==> src/rtl/conv_line_feeder.sv <==
// rtl/conv_line_feeder.sv - streams BRAM lines into the convolution engine with gap and repeat windows
module conv_line_feeder #(
  parameter int DATA_W        = 8,
  parameter int LINE_W        = 482,
  parameter int ADDR_W        = 18,
  parameter int GAP_CYCLES    = 20,
  parameter int REPEAT_CYCLES = 3360
) (
  input  logic              clk,
  input  logic              Rst_n,
  input  logic              start,
  input  logic [ADDR_W-1:0] base_addr,
  input  logic [15:0]       num_lines,
  output logic              busy,
  output logic              done,
  output logic              mem_rd_en,
  output logic [ADDR_W-1:0] mem_addr,
  input  logic [DATA_W-1:0] mem_rdata,
  output logic [DATA_W-1:0] s_data,
  output logic              valid_in,
  output logic              repeat_in
);

  localparam int COL_W = (LINE_W > 1) ? $clog2(LINE_W) : 1;
  localparam logic [COL_W-1:0]  COL_LAST  = COL_W'(LINE_W - 1);
  localparam logic [15:0]       GAP_LAST  = (GAP_CYCLES > 0) ? 16'(GAP_CYCLES - 1) : 16'd0;
  localparam logic [15:0]       REP_LAST  = 16'(REPEAT_CYCLES - 1);
  localparam logic [ADDR_W-1:0] LINE_STEP = ADDR_W'(LINE_W);

  typedef enum logic [2:0] {
    S_IDLE, S_READ, S_DRAIN, S_GAP, S_REPEAT, S_FIN
  } state_t;

  state_t r_state;
  state_t w_next;

  logic [15:0]       r_num_lines;
  logic [15:0]       r_line;
  logic [COL_W-1:0]  r_col;
  logic [15:0]       r_cnt;
  logic [ADDR_W-1:0] r_line_base;
  logic              r_zero;
  logic              r_rd_d1;

  logic              r_busy;
  logic              r_done;
  logic              r_mem_rd_en;
  logic [ADDR_W-1:0] r_mem_addr;
  logic [DATA_W-1:0] r_s_data;
  logic              r_valid_in;
  logic              r_repeat_in;

  logic [15:0] w_line_inc;
  logic        w_line_last;
  logic        w_col_last;
  logic        w_drain_last;
  logic        w_gap_last;
  logic        w_rep_last;

  assign w_line_inc   = r_line + 16'd1;
  assign w_line_last  = (w_line_inc == r_num_lines);
  assign w_col_last   = (r_col == COL_LAST);
  assign w_drain_last = (r_cnt == 16'd1);
  assign w_gap_last   = (r_cnt == GAP_LAST);
  assign w_rep_last   = (r_cnt == REP_LAST);

  assign busy      = r_busy;
  assign done      = r_done;
  assign mem_rd_en = r_mem_rd_en;
  assign mem_addr  = r_mem_addr;
  assign s_data    = r_s_data;
  assign valid_in  = r_valid_in;
  assign repeat_in = r_repeat_in;

  // State register
  always_ff @(posedge clk or negedge Rst_n) begin
    if (!Rst_n) r_state <= S_IDLE;
    else        r_state <= w_next;
  end

  // Next-state logic; a zero-line job lingers one extra cycle in FIN so done lands at cycle 2
  always_comb begin
    w_next = r_state;
    case (r_state)
      S_IDLE:   if (start) w_next = (num_lines == 16'd0) ? S_FIN : S_READ;
      S_READ:   if (w_col_last) w_next = S_DRAIN;
      S_DRAIN:  if (w_drain_last) w_next = (GAP_CYCLES == 0) ? S_REPEAT : S_GAP;
      S_GAP:    if (w_gap_last) w_next = S_REPEAT;
      S_REPEAT: if (w_rep_last) w_next = w_line_last ? S_FIN : S_READ;
      S_FIN:    if (!r_zero) w_next = S_IDLE;
      default:  w_next = S_IDLE;
    endcase
  end

  // Job parameters, column/line/phase counters and running line base address
  always_ff @(posedge clk or negedge Rst_n) begin
    if (!Rst_n) begin
      r_num_lines <= '0;
      r_line      <= '0;
      r_col       <= '0;
      r_cnt       <= '0;
      r_line_base <= '0;
      r_zero      <= 1'b0;
    end else begin
      case (r_state)
        S_IDLE: begin
          if (start) begin
            r_num_lines <= num_lines;
            r_line      <= '0;
            r_col       <= '0;
            r_cnt       <= '0;
            r_line_base <= base_addr;
            r_zero      <= (num_lines == 16'd0);
          end
        end
        S_READ: begin
          r_col <= w_col_last ? '0 : r_col + 1'b1;
          r_cnt <= '0;
        end
        S_DRAIN, S_GAP: begin
          r_cnt <= (w_next != r_state) ? 16'd0 : r_cnt + 16'd1;
        end
        S_REPEAT: begin
          r_cnt <= (w_next != r_state) ? 16'd0 : r_cnt + 16'd1;
          if (w_rep_last) begin
            r_line      <= w_line_inc;
            r_line_base <= r_line_base + LINE_STEP;
          end
        end
        S_FIN:   r_zero <= 1'b0;
        default: r_cnt  <= '0;
      endcase
    end
  end

  // Registered outputs: control derived from next state, pixel path two stages behind the read
  always_ff @(posedge clk or negedge Rst_n) begin
    if (!Rst_n) begin
      r_busy      <= 1'b0;
      r_done      <= 1'b0;
      r_mem_rd_en <= 1'b0;
      r_mem_addr  <= '0;
      r_rd_d1     <= 1'b0;
      r_s_data    <= '0;
      r_valid_in  <= 1'b0;
      r_repeat_in <= 1'b0;
    end else begin
      r_busy      <= (w_next != S_IDLE);
      r_done      <= (w_next == S_FIN) && (r_state != S_IDLE);
      r_mem_rd_en <= (w_next == S_READ);
      r_repeat_in <= (w_next == S_REPEAT);
      r_rd_d1     <= r_mem_rd_en;
      r_valid_in  <= r_rd_d1;
      r_s_data    <= r_rd_d1 ? mem_rdata : '0;
      if (r_state == S_IDLE && start && num_lines != 16'd0)
        r_mem_addr <= base_addr;
      else if (r_state == S_READ && !w_col_last)
        r_mem_addr <= r_mem_addr + 1'b1;
      else if (r_state == S_REPEAT && w_rep_last)
        r_mem_addr <= r_line_base + LINE_STEP;
    end
  end

endmodule

==> config.mk <==
export PLATFORM = sky130hd
export DESIGN_NAME = conv_line_feeder
export DESIGN_NICKNAME = d
export VERILOG_FILES = /design/src/rtl/conv_line_feeder.sv
export SDC_FILE = /design/constraint.sdc
export NUM_CORES = 1
export LEC_CHECK = 0
export ABC_CLOCK_PERIOD_IN_PS = 2300
export BUFFER_PORTS_ARGS = -buffer_cell sky130_fd_sc_hd__buf_2
export CORE_MARGIN = 2
export CORE_UTILIZATION = 40
export DETAILED_ROUTE_END_ITERATION = 6
export PLACE_DENSITY = 0.72
export RECOVER_POWER = 25
export SLEW_MARGIN = 20
export SYNTH_ARGS = -nofsm -noshare
export SYNTH_HDL_FRONTEND = slang
export SYNTH_SLANG_ARGS = --single-unit
==> constraint.sdc <==
create_clock -name clk -period 2.3 [get_ports clk]
set_input_delay 0.115 -clock clk [delete_from_list [all_inputs] [get_ports clk]]
set_output_delay 0.115 -clock clk [all_outputs]
set_load 0.01 [all_outputs]
Word level (Yosys, flattened, before mapping)
Cells that the tools add are included.

$add $sub $neg: 5. Eq/ne operators: 16. Muxes and demuxes: 26. Bitwise operators: 1. Reduce and logical (&&, ||, !) cells: 21.

Operators with widths (count): $mux W18 (5); $mux W16 (3); $pmux W16 S3 (1); $pmux W18 S2 (1); $add A16 B1 Y16 const B (2); $pmux W16 S2 (1); $mux W3 (8); $add A18 B1 Y18 const B (1); $add A18 B9 Y18 const B (1); $mux W9 (2); $pmux W3 S6 (1); $pmux W9 S2 (1); $eq A16 B1 Y1 const B (1); $eq A16 B12 Y1 const B (1); $eq A16 B16 Y1 (1); $eq A16 B5 Y1 const B (1); $logic_not A16 Y1 (1); $reduce_bool A16 Y1 (1); $eq A3 B3 Y1 const B (4); $add A9 B1 Y9 const B (1); $eq A9 B9 Y1 const B (1); $reduce_bool A3 Y1 (3); $mux W8 (1); $reduce_and A2 Y1 (4); 13 further kinds (22).

Bits in registers: 111. Input port bits: 45. Output and inout port bits: 31. Word-level logic and storage cells: 84.

Logic depth before layout (Yosys ltp)
Gate-level depths: netlist of run 1.

Depth after elaboration: 8. Depth in mapped cells: 9. Mapped depth without buffers: 8.

Worst setup path before layout of run 1
Ideal clock, no wire load.

Path type: reg-to-reg. Start: reg r_cnt[0]. End: reg r_mem_addr[15], in the netlist mem_addr[15]. Setup time: 0.121 ns. Data arrival time: 2.036 ns. Required time: 2.179 ns. Slack: 0.143 ns. Stages on the path, launching flop included: 8. Buffers on the path: 1. Period minus slack after synthesis: 2.157 ns. Path through: dfrtp_1 -> ha_1 -> and4_1 -> and4_4 -> a21oi_4 -> a2111o_1 -> buf_6 -> o22a_1.

Cells in the longest elaborated chain, start to end: 3.

Ends and longest elaborated chain: from (decl) (line 40) `logic [15:0] r_cnt;`; from (signal assigned) (line 121) `r_cnt <= (w_next != r_state) ? 16'd0 : r_cnt + 16'd1;`; from (signal assigned) (line 124) `r_cnt <= (w_next != r_state) ? 16'd0 : r_cnt + 16'd1;`; $eq A16 B12 Y1 (line 65) `assign w_rep_last = (r_cnt == REP_LAST);`; $logic_and A1 B1 Y1 (line 159) `else if (r_state == S_REPEAT && w_rep_last)`; $reduce_bool A3 Y1 (no line); to (signal assigned) (line 156) `r_mem_addr <= base_addr;`; to (signal assigned) (line 158) `r_mem_addr <= r_mem_addr + 1'b1;`; to (signal assigned) (line 160) `r_mem_addr <= r_line_base + LINE_STEP;`; to (decl) (line 48) `logic [ADDR_W-1:0] r_mem_addr;`.

Every way passes these cells. A chain may end at the register's enable or synchronous reset.

Worst setup path in the final report of run 1
Start: in num_lines[6]. End: reg r_mem_addr[15], in the netlist mem_addr[15].

Cells in the longest elaborated chain, start to end: 3. Elaborated cells on any way between the ends: 4. Classes of those cells: 1 x mux; 3 x reduce/logical.

Ends and longest elaborated chain: from (decl) (line 13) `input logic [15:0] num_lines,`; $reduce_bool A16 Y1 * (line 155) `if (r_state == S_IDLE && start && num_lines != 16'd0)`; $logic_and A1 B1 Y1 * (line 155); $reduce_bool A3 Y1 (no line) / $mux W18 (equally long branches).

Mark *: on every way between the ends. The rest lies on a longest branch, timed or not.

==> flow_metrics.tcl, run 1 <==
set metrics [dict create \
    dr_total_vias 6331 \
    startpoint_type "primary input" \
    synth_most_common_cell "nand2_1" \
    grt_pass1_vias 5869 \
    finClkSkew_ns 0.01641 \
    antenna_cells 0 \
    max-slew-margin-rel_pct 35.42 \
    area_growth_pct 22.28 \
    max-vdd-ir-drop_uv 439.5 \
    crit_cells 10 \
    syn_nets 829 \
    ys_seq_area_share_pct 41.49 \
    crit_slowest_cell "dlygate4sd3_1" \
    setup_slack_ns 0.06270 \
    async_flop_share_pct 100.0 \
    cts_max_level 3 \
    rows 47 \
    dr.first_iter.drc_count 566 \
    final_area_um2 8187 \
    r2r-start "r_cnt[15]" \
    clockBufferDepth 2 \
    fillers 1567 \
    die_width_um 133.4 \
    crit_type "in -> reg" \
    synthTopCellsByArea "dfrtp_1 41%, nand2_1 7.3%, o21ai_0 4.9%, xnor2_1 4.3%, a21oi_1 3.5%" \
    yosys.area.top_type "dfrtp_1" \
    worstPathCellList "dlygate4sd3_1 > buf_2 > or4_1 > nor4_4 > buf_4 > and2_4 > a2111o_1 > buf_12 > a21oi_1 > o22a_1" \
    core-area_um2 16470 \
    p_per_area_nw_per_um2 809.5 \
    grt_pass1_wl_um 30020 \
    cp.arrival_ns 2.48 \
    synthesis.instances 777 \
    synth_flop_cell "dfrtp_1" \
    cts_root_buf "clkbuf_16" \
    yosys_register_bits 111 \
    rsz0062_at_grt "yes" \
    wirelength_um 18700 \
    cts_tree "done" \
    die_h_um 133.4 \
    slew_viol_final 0 \
    dp_slack_ns 0.006241 \
    cp-end-kind "flip-flop" \
    setup_viol 0 \
    hold_viol_final 0 \
    grt_util_all_layers_pct 20.92 \
    port_buffers 75 \
    synth-edff-count 0 \
    pin_count 76 \
    required_ns 2.55 \
    avgViaCountPerCell 5.638 \
    hold_depth 3 \
    rrSetupSlack_ns 0.09 \
    status "completed" \
    post-route-period-util_pct 97.27 \
    path_max_fanout 23 \
    hp-class "in -> reg" \
    die-area_um2 17790 \
    fmax_mhz 447.0 \
    worstRegToRegCells 7 \
    ys_warn_count 0 \
    hold_ws_ns 0.03879 \
    synth_area_per_cell_um2 8.617 \
    synth_cell_types 69 \
    cts.sinks 111 \
    antenna_left 0 \
    drt_pre_antenna_iters 5 \
    yosys.area.top_type_share_pct 41.49 \
    fin_tns_setup_ns 0 \
    cts.clk_slew.worst_paths_ns 0.07 \
    crit_buf_inv 4 \
    drive_above_1_share_pct 20.82 \
    critPathLaunch "num_lines[6]" \
    p_leak_nw 3.470 \
    place_congestion 0.9195 \
    drc_errors 0 \
    synthTopCellsByCount "130 x nand2_1, 111 x dfrtp_1, 66 x o21ai_0" \
    finalCriticalPeriod_ns 2.237 \
    hp-start "base_addr[0]" \
    num-nets-final 951 \
    drv_cap 0 \
    placed_area_um2 7586 \
    cpLargestDelayFamily "buffers and inverters" \
    wl_per_cell_um 16.65 \
    netlist_area_um2 6695 \
    clock_latency_ns 0.37 \
    initial_core_util_pct 40.66 \
    worstMarginPinSlew_ns 0.9687 \
    numCtsBuffers 9 \
    slowest_delay_ns 0.54 \
    overflow 0 \
    dp_hpwl_um 13130 \
    antenna_found_initial 0 \
    grt_start_max_net_pins 72 \
]
[power breakdown]
| group | internal [mW] | switching [mW] |
|---|---|---|
| Clock | 0.733 | 0.745 |
| Sequential | 2.39 | 0.580 |
| Combinational | 1.01 | 1.16 |
| Total | 4.14 | 2.49 |
[area by class of cell]
cell class / count / area, um^2 / area share [%]
tap: 220 / 275.3 / 3.362
clock inverter: 5 / 35.03 / 0.4279
sequential: 111 / 2780 / 33.96
inverter: 10 / 37.54 / 0.4585
multi-input combinational: 612 / 3767 / 46.02
timing repair buffer: 155 / 1062 / 12.98
clock buffer: 10 / 229.0 / 2.797
[cells by family (layout without fill, tap and decap cells)]
group	count (synthesis)	in the layout	share of synthesized area, %
adders and majority gates	7	7	1.308
AOI/OAI and AO/OA	214	214	20.91
xor gates and xnor gates	56	56	7.326
buffers and inverters	54	180	3.457
DFF	111	111	41.49
and+or+nand+nor	332	332	25.06
muxes	3	3	0.4485
[state kept, by name, indices dropped and copies added (netlist names), 3 cells and up]
name         count
r_cnt           16
r_state          3
mem_addr        18
r_col            9
r_line          16
r_line_base     18
r_num_lines     16
s_data           8
[per-layer routing]
metal	global-route usage, %	share of wire, %	routed length, um
met1	29.65	46	8570
met3	3.006	6.2	1161
met4	6.678	2.2	418
met5	0	0	0
met2	33.16	46	8545
[worst min-delay path: cells and delay by family]
kind | cells | cell delay (ns)
buffers and inverters | 1 | 0.08
AND/OR/NAND/NOR | 2 | 0.17
[repair_timing]
| item | CTS | global route |
|---|---|---|
| endpoints found under the hold margin | 135 | 0 |
| setup endpoints to repair | 1 | 23 |
| buffers inserted | 0 | 4 |
| pin swaps | 0 | 8 |
| gates resized for setup | 1 | 17 |
| hold buffers | 25 | 0 |
[metrics by stage]
stage | std cells | power, mW | utilization [%]
finish | 1123 | 6.627 | 49.72
global route | 1123 | 7.070 | 49.72
CTS | 1119 | 6.623 | 49.20
detailed placement | 1079 | 5.099 | 46.07
global placement | 1079 | 5.042 | 46.07
floorplan | 777 | 4.287 | -
[path summary, 6_finish.rpt]
| check | endpoint |
|---|---|
| worst max register to register | mem_addr[15] |
| worst min register to register | r_rd_d1 |
| min in group asynchronous | valid_in |
| worst min-delay path | r_line_base[0] |
| worst max-delay path | mem_addr[15] |
| max in group asynchronous | r_state[1] |
[placed cells by master, fill, tap and decap left out, types with 3 or more instances in the layout]
master	count
a21oi_2	11
buf_4	52
dlygate4sd3_1	25
a221oi_1	3
a21oi_1	47
nand4_1	18
buf_2	74
a31oi_1	10
dfrtp_1	109
or4_1	6
nand2_1	130
o21ai_0	65
o22ai_1	10
nor4_1	10
and3_1	12
o2111ai_1	3
inv_1	10
ha_1	6
a22oi_1	5
nor2_1	59
o31ai_1	8
o211ai_1	5
clkbuf_16	9
xor2_1	23
nand2b_1	5
o21ai_1	5
nand3_1	29
xnor2_1	33
mux2i_1	3
a21o_1	4
a211oi_1	7
and4_1	12
nor4_4	4
o22a_1	5
and2_1	12
nor3_1	11
Note: power is estimated with default switching activity, not from simulation.
==> inputs of run 2 (changes only) <==
--- a/config.mk
+++ b/config.mk
@@ -7,10 +7,12 @@
 export LEC_CHECK = 0
 export ABC_CLOCK_PERIOD_IN_PS = 2300
 export BUFFER_PORTS_ARGS = -buffer_cell sky130_fd_sc_hd__buf_2
+export CELL_PAD_IN_SITES_DETAIL_PLACEMENT = 1
+export CELL_PAD_IN_SITES_GLOBAL_PLACEMENT = 2
 export CORE_MARGIN = 2
-export CORE_UTILIZATION = 40
+export CORE_UTILIZATION = 33
 export DETAILED_ROUTE_END_ITERATION = 6
-export PLACE_DENSITY = 0.72
+export PLACE_DENSITY = 0.89
 export RECOVER_POWER = 25
 export SLEW_MARGIN = 20
 export SYNTH_ARGS = -nofsm -noshare
==> run 2 against run 1 <==
The run now ends with negative setup slack left. Global-route usage hardly changed. Critical path depth down 1. Non-clock buffer count grew 25. Clock-buffer cell count decreased by 1. Total power increased by 11%. Register-to-register slack worse by 0.11 ns. Setup slack lost 0.083 ns. Routed wire length rose by 23%. Largest cell class unchanged. Largest power group unchanged.
==> flow_metrics.tcl, run 2 (synthesis gave the netlist of run 1 again) <==
set metrics [dict create \
    die_h_um 146.4 \
    crit_slowest_cell "a2111o_1" \
    fin_tns_setup_ns -0.02035 \
    place_congestion 0.8910 \
    status "finished with violations" \
    post-route-period-util_pct 100.9 \
    cts.sinks 111 \
    dr_total_vias 6516 \
    grt_start_max_net_pins 39 \
    cp-end-kind "flip-flop" \
    drive_above_1_share_pct 24.33 \
    overflow 0 \
    final_area_um2 8671 \
    clock_latency_ns 0.37 \
    die_width_um 146.4 \
    grt_util_all_layers_pct 20.94 \
    finalCriticalPeriod_ns 2.320 \
    core-area_um2 20040 \
    hp-class "in -> reg" \
    critPathLaunch "r_cnt[1]" \
    endpoint "mem_addr[4]" \
    num-nets-final 976 \
    max-vdd-ir-drop_uv 389.1 \
    finish.utilization_pct 43.27 \
    dr.first_iter.drc_count 379 \
    initial_core_util_pct 33.41 \
    hold_viol_final 0 \
    final_cell_mix "130 x nand2_1, 106 x dfrtp_1, 72 x buf_2" \
    rsz0062_at_grt "yes" \
    worstRegToRegCells 9 \
    r2r-start "r_cnt[1]" \
    antenna_left 0 \
    placed_area_um2 7756 \
    violations "negative setup slack" \
    final_common_cell "nand2_1" \
    area_growth_pct 29.51 \
    hold_ws_ns 0.01685 \
    setup_viol 1 \
    drt_pre_antenna_iters 5 \
    max-slew-margin-rel_pct 27.87 \
    cts_max_level 3 \
    drv_cap 0 \
    pin_count 76 \
    setup_slack_ns -0.02035 \
    grt_pass1_vias 6637 \
    cp.arrival_ns 2.57 \
    grt_pass1_wl_um 36120 \
    worstPathCellList "ha_4 > and4b_1 > and4_1 > nor2b_2 > a2111o_1 > buf_6 > clkbuf_16 > a211oi_4 > a21oi_2" \
    antenna_found_initial 0 \
    startpoint_type "flip-flop" \
    hp-start "base_addr[0]" \
    die-area_um2 21440 \
    crit_type "reg -> reg" \
    fmax_mhz 431.0 \
    required_ns 2.55 \
    fillers 2438 \
    crit_cells 9 \
    numCtsBuffers 9 \
    cpLargestDelayFamily "compound AO/OA/AOI/OAI gates" \
    wl_per_cell_um 19.11 \
    cts_tree "done" \
    rrSetupSlack_ns -0.02 \
    dp_hpwl_um 15840 \
    slew_viol_final 0 \
    finClkSkew_ns 0.01620 \
    p_per_area_nw_per_um2 844.8 \
    clockBufferDepth 2 \
    path_max_fanout 6 \
    rows 52 \
    crit_buf_inv 2 \
    antenna_cells 0 \
    drc_errors 0 \
    cts_root_buf "clkbuf_16" \
    r2r_end "mem_addr[4]" \
    worstMarginPinSlew_ns 1.082 \
    p_leak_nw 3.670 \
    slowest_delay_ns 0.45 \
    port_buffers 75 \
    cts.clk_slew.worst_paths_ns 0.07 \
    avgViaCountPerCell 5.435 \
    wirelength_um 22910 \
]
==> run 2: cell types whose count changed in the layout (fill, tap and decap cells not counted), sizes merged <==
cell / delta
inv: +2
dlygate4sd3: -1
clkinv: -3
buf: +24
bufinv: +3
dlymetal6s4s: +1
==> run 2: cell type report <==
class,count,area [um^2],area share (%)
Tap cell,270,337.8,3.896
Clock buffer,9,225.2,2.597
Sequential cell,111,2784,32.11
Timing Repair Buffer,180,1350,15.57
Inverter,10,37.54,0.4329
Multi-Input combinational cell,612,3812,43.97
Clock inverter,7,123.9,1.429
==> run 2: stage by stage <==
step | total power, mW | cells | setup slack [ns]
after detailed placement | 5.245 | 1140 | 0.03807
after global placement | 5.155 | 1140 | 0.09706
final | 7.325 | 1199 | -0.02035
after CTS | 7.210 | 1181 | 0.008396
after global routing | 7.752 | 1199 | -0.1926
after floorplan | 4.287 | 777 | 0.1429
==> run 2: worst min-delay path by stage <==
stage / cells after the start / endpoint / slack, ns
after CTS: 3 / r_line_base[0] / 0.02
after global routing: 3 / r_line_base[2] / 0.04
after floorplan: 0 / busy / -0.18
after global placement: 1 / r_num_lines[13] / 0.13
after detailed placement: 1 / r_num_lines[13] / 0.13
final: 3 / r_line_base[0] / 0.02
==> run 2: what timing repair did <==
item                                   CTS  global route
pin swaps                                0            15
hold buffers                            25             0
gates cloned                             0             3
resized for setup                        2            32
setup endpoints to repair                2            28
buffers inserted                         0            17
endpoints found under the hold margin   60             0
==> run 2: layer usage <==
metal	GRT usage, %	vias up	part of all wire [%]
met4	5.388	0	1.5
met3	2.531	28	3.6
li1	-	3093	-
met1	29.38	3246	46
met2	34.48	149	49
met5	0	-	0
==> run 2: worst min-delay path, stage by stage <==
cell	delay (ns)
buf_2	0.08
nand2_1	0.08
nand2_1	0.07
==> run 2: report_power, final <==
| part | switching (mW) | internal, mW | leakage [nW] |
|---|---|---|---|
| clock network | 0.822 | 1.08 | 0.167 |
| registers | 0.585 | 2.39 | 1.38 |
| logic | 1.33 | 1.12 | 2.13 |
| total | 2.74 | 4.59 | 3.67 |
==> inputs of run 3 (changes only) <==
--- a/config.mk
+++ b/config.mk
@@ -5,14 +5,14 @@
 export SDC_FILE = /design/constraint.sdc
 export NUM_CORES = 1
 export LEC_CHECK = 0
-export ABC_CLOCK_PERIOD_IN_PS = 2300
+export ABC_CLOCK_PERIOD_IN_PS = 2470
 export BUFFER_PORTS_ARGS = -buffer_cell sky130_fd_sc_hd__buf_2
 export CELL_PAD_IN_SITES_DETAIL_PLACEMENT = 1
 export CELL_PAD_IN_SITES_GLOBAL_PLACEMENT = 2
 export CORE_MARGIN = 2
-export CORE_UTILIZATION = 33
+export CORE_UTILIZATION = 36
 export DETAILED_ROUTE_END_ITERATION = 6
-export PLACE_DENSITY = 0.89
+export PLACE_DENSITY = 0.92
 export RECOVER_POWER = 25
 export SLEW_MARGIN = 20
 export SYNTH_ARGS = -nofsm -noshare
==> constraint.sdc (replaced) <==
create_clock -name clk -period 2.47 [get_ports clk]
set_input_delay 0.1235 -clock clk [delete_from_list [all_inputs] [get_ports clk]]
set_output_delay 0.1235 -clock clk [all_outputs]
set_load 0.01 [all_outputs]
==> run 3 against run 2 <==
Clock power shrank 25%. Register-to-register slack gained 0.17 ns. Utilization grew 1.0 points. The flow finishes with violations (max-capacitance violations, max-slew violations). Sequential cell count is the same.
==> flow_metrics.tcl, run 3 (synthesis gave the netlist of run 1 again) <==
set metrics [dict create \
    worstPathCellList "dlygate4sd3_1 > buf_2 > or4_1 > nor4_4 > buf_4 > and2_4 > a2111o_1 > buf_12 > a21oi_1 > o22a_1" \
    fin_tns_setup_ns 0 \
    drc_errors 0 \
    drv_cap 1 \
    hold_ws_ns 0.02613 \
    port_buffers 75 \
    overflow 0 \
    grt_pass1_wl_um 33990 \
    path_max_fanout 23 \
    pin_count 76 \
    startpoint_type "primary input" \
    p_per_area_nw_per_um2 777.1 \
    cts_max_level 3 \
    hp-class "in -> reg" \
    antenna_cells 0 \
    max-vdd-ir-drop_uv 444.4 \
    crit_buf_inv 4 \
    dp_hpwl_um 14760 \
    grt_start_max_net_pins 112 \
    cts.sinks 111 \
    rrSetupSlack_ns 0.15 \
    wl_per_cell_um 18.54 \
    max-slew-margin-rel_pct -5.661 \
    die_h_um 140.4 \
    required_ns 2.72 \
    crit_type "in -> reg" \
    antenna_found_initial 0 \
    final_cell_mix "130 x nand2_1, 111 x dfrtp_1, 74 x buf_2" \
    dr_total_vias 6244 \
    num-nets-final 933 \
    place_congestion 0.8641 \
    setup_slack_ns 0.07105 \
    core-area_um2 18090 \
    cts_tree "done" \
    finalCriticalPeriod_ns 2.399 \
    cpLargestDelayFamily "simple AND/OR/NAND/NOR gates" \
    dp_slack_ns 0.06087 \
    die-area_um2 19710 \
    cts_root_buf "clkbuf_16" \
    cp.arrival_ns 2.65 \
    finish.utilization_pct 44.29 \
    post-route-period-util_pct 97.12 \
    crit_slowest_cell "or4_1" \
    setup_viol 0 \
    drt_pre_antenna_iters 4 \
    power.total_mw 6.224 \
    drive_above_1_share_pct 18.62 \
    dr.first_iter.drc_count 438 \
    status "finished with violations" \
    initial_core_util_pct 37.02 \
    hold_viol_final 0 \
    die_width_um 140.4 \
    avgViaCountPerCell 5.600 \
    finClkSkew_ns 0.01305 \
    p_leak_nw 3.363 \
    violations "max-capacitance violations, max-slew violations" \
    worstMarginPinSlew_ns 1.585 \
    slew_viol_final 112 \
    cp-end-kind "flip-flop" \
    grt_util_all_layers_pct 21.70 \
    cts.clk_slew.worst_paths_ns 0.08 \
    clock_latency_ns 0.37 \
    grt_pass1_vias 6309 \
    numCtsBuffers 9 \
    slowest_delay_ns 0.64 \
    clockBufferDepth 2 \
    rows 49 \
    final_common_cell "nand2_1" \
    wirelength_um 20670 \
    antenna_left 0 \
    area_growth_pct 19.64 \
    fmax_mhz 416.9 \
]
-- run 3: cell count changes in the layout (fill, tap and decap cells not counted), moves of 3 or more --
cell	previous run	this run
buf_6	5	0
dfrtp_2	5	0
bufinv_16	3	0
a21oi_1	44	47
clkinv_2	0	3
a211oi_1	5	8
dfrtp_1	106	111
buf_4	70	35
buf_12	5	1
-- run 3: metrics by stage --
stage                     cells  cell area, um^2
after floorplan             777             6695
after global placement     1072             7465
after detailed placement   1072             7465
after CTS                  1113             7988
after global routing       1115             8010
final                      1115             8010
-- run 3: metal layers --
metal  share of wire, %  vias to the layer above  track usage, %
met4                1.6                        0           6.752
met5                  0                        -               0
met1                 48                     3090           31.47
li1                   -                     3009               -
met3                3.5                       23           2.325
met2                 46                      122           34.13
-- run 3: what timing repair did --
item                                    CTS  global route
hold endpoints to repair                135             0
endpoints found under the setup margin    0            15
resized for setup                         0             5
setup buffers                             0             2
hold buffers                             25             0
-- run 3: report_power, final --
part           total (mW)  switching [mW]  leakage (nW)  internal (mW)
Combinational        1.98            1.07          1.85          0.910
Clock                1.43           0.743         0.132          0.687
Sequential           2.82           0.592          1.39           2.23
-- run 3: tightest hold or removal path: stages --
cell and delay [ns]:
buf_2 0.07, nand2_1 0.09, nand2_1 0.07
-- run 3: cell type report --
class,instances,area (um^2)
tap,229,286.5
timing repair buffer,137,918.4
fill,2146,10080
inverter,10,37.54
sequential,111,2778
clock buffer,9,225.2
clock inverter,7,47.55
multi-input combinational,612,3717
-- run 3: final timing paths --
check / startpoint / endpoint / depth (start not counted)
worst min register to register: mem_rd_en / r_rd_d1 / 0
min in group asynchronous: Rst_n / r_num_lines[11] / 3
worst max-delay path: num_lines[9] / mem_addr[15] / 10
worst max register to register: r_line[1] / mem_rd_en / 7
worst min-delay path: base_addr[0] / r_line_base[0] / 3
max in group asynchronous: Rst_n / mem_addr[6] / 3
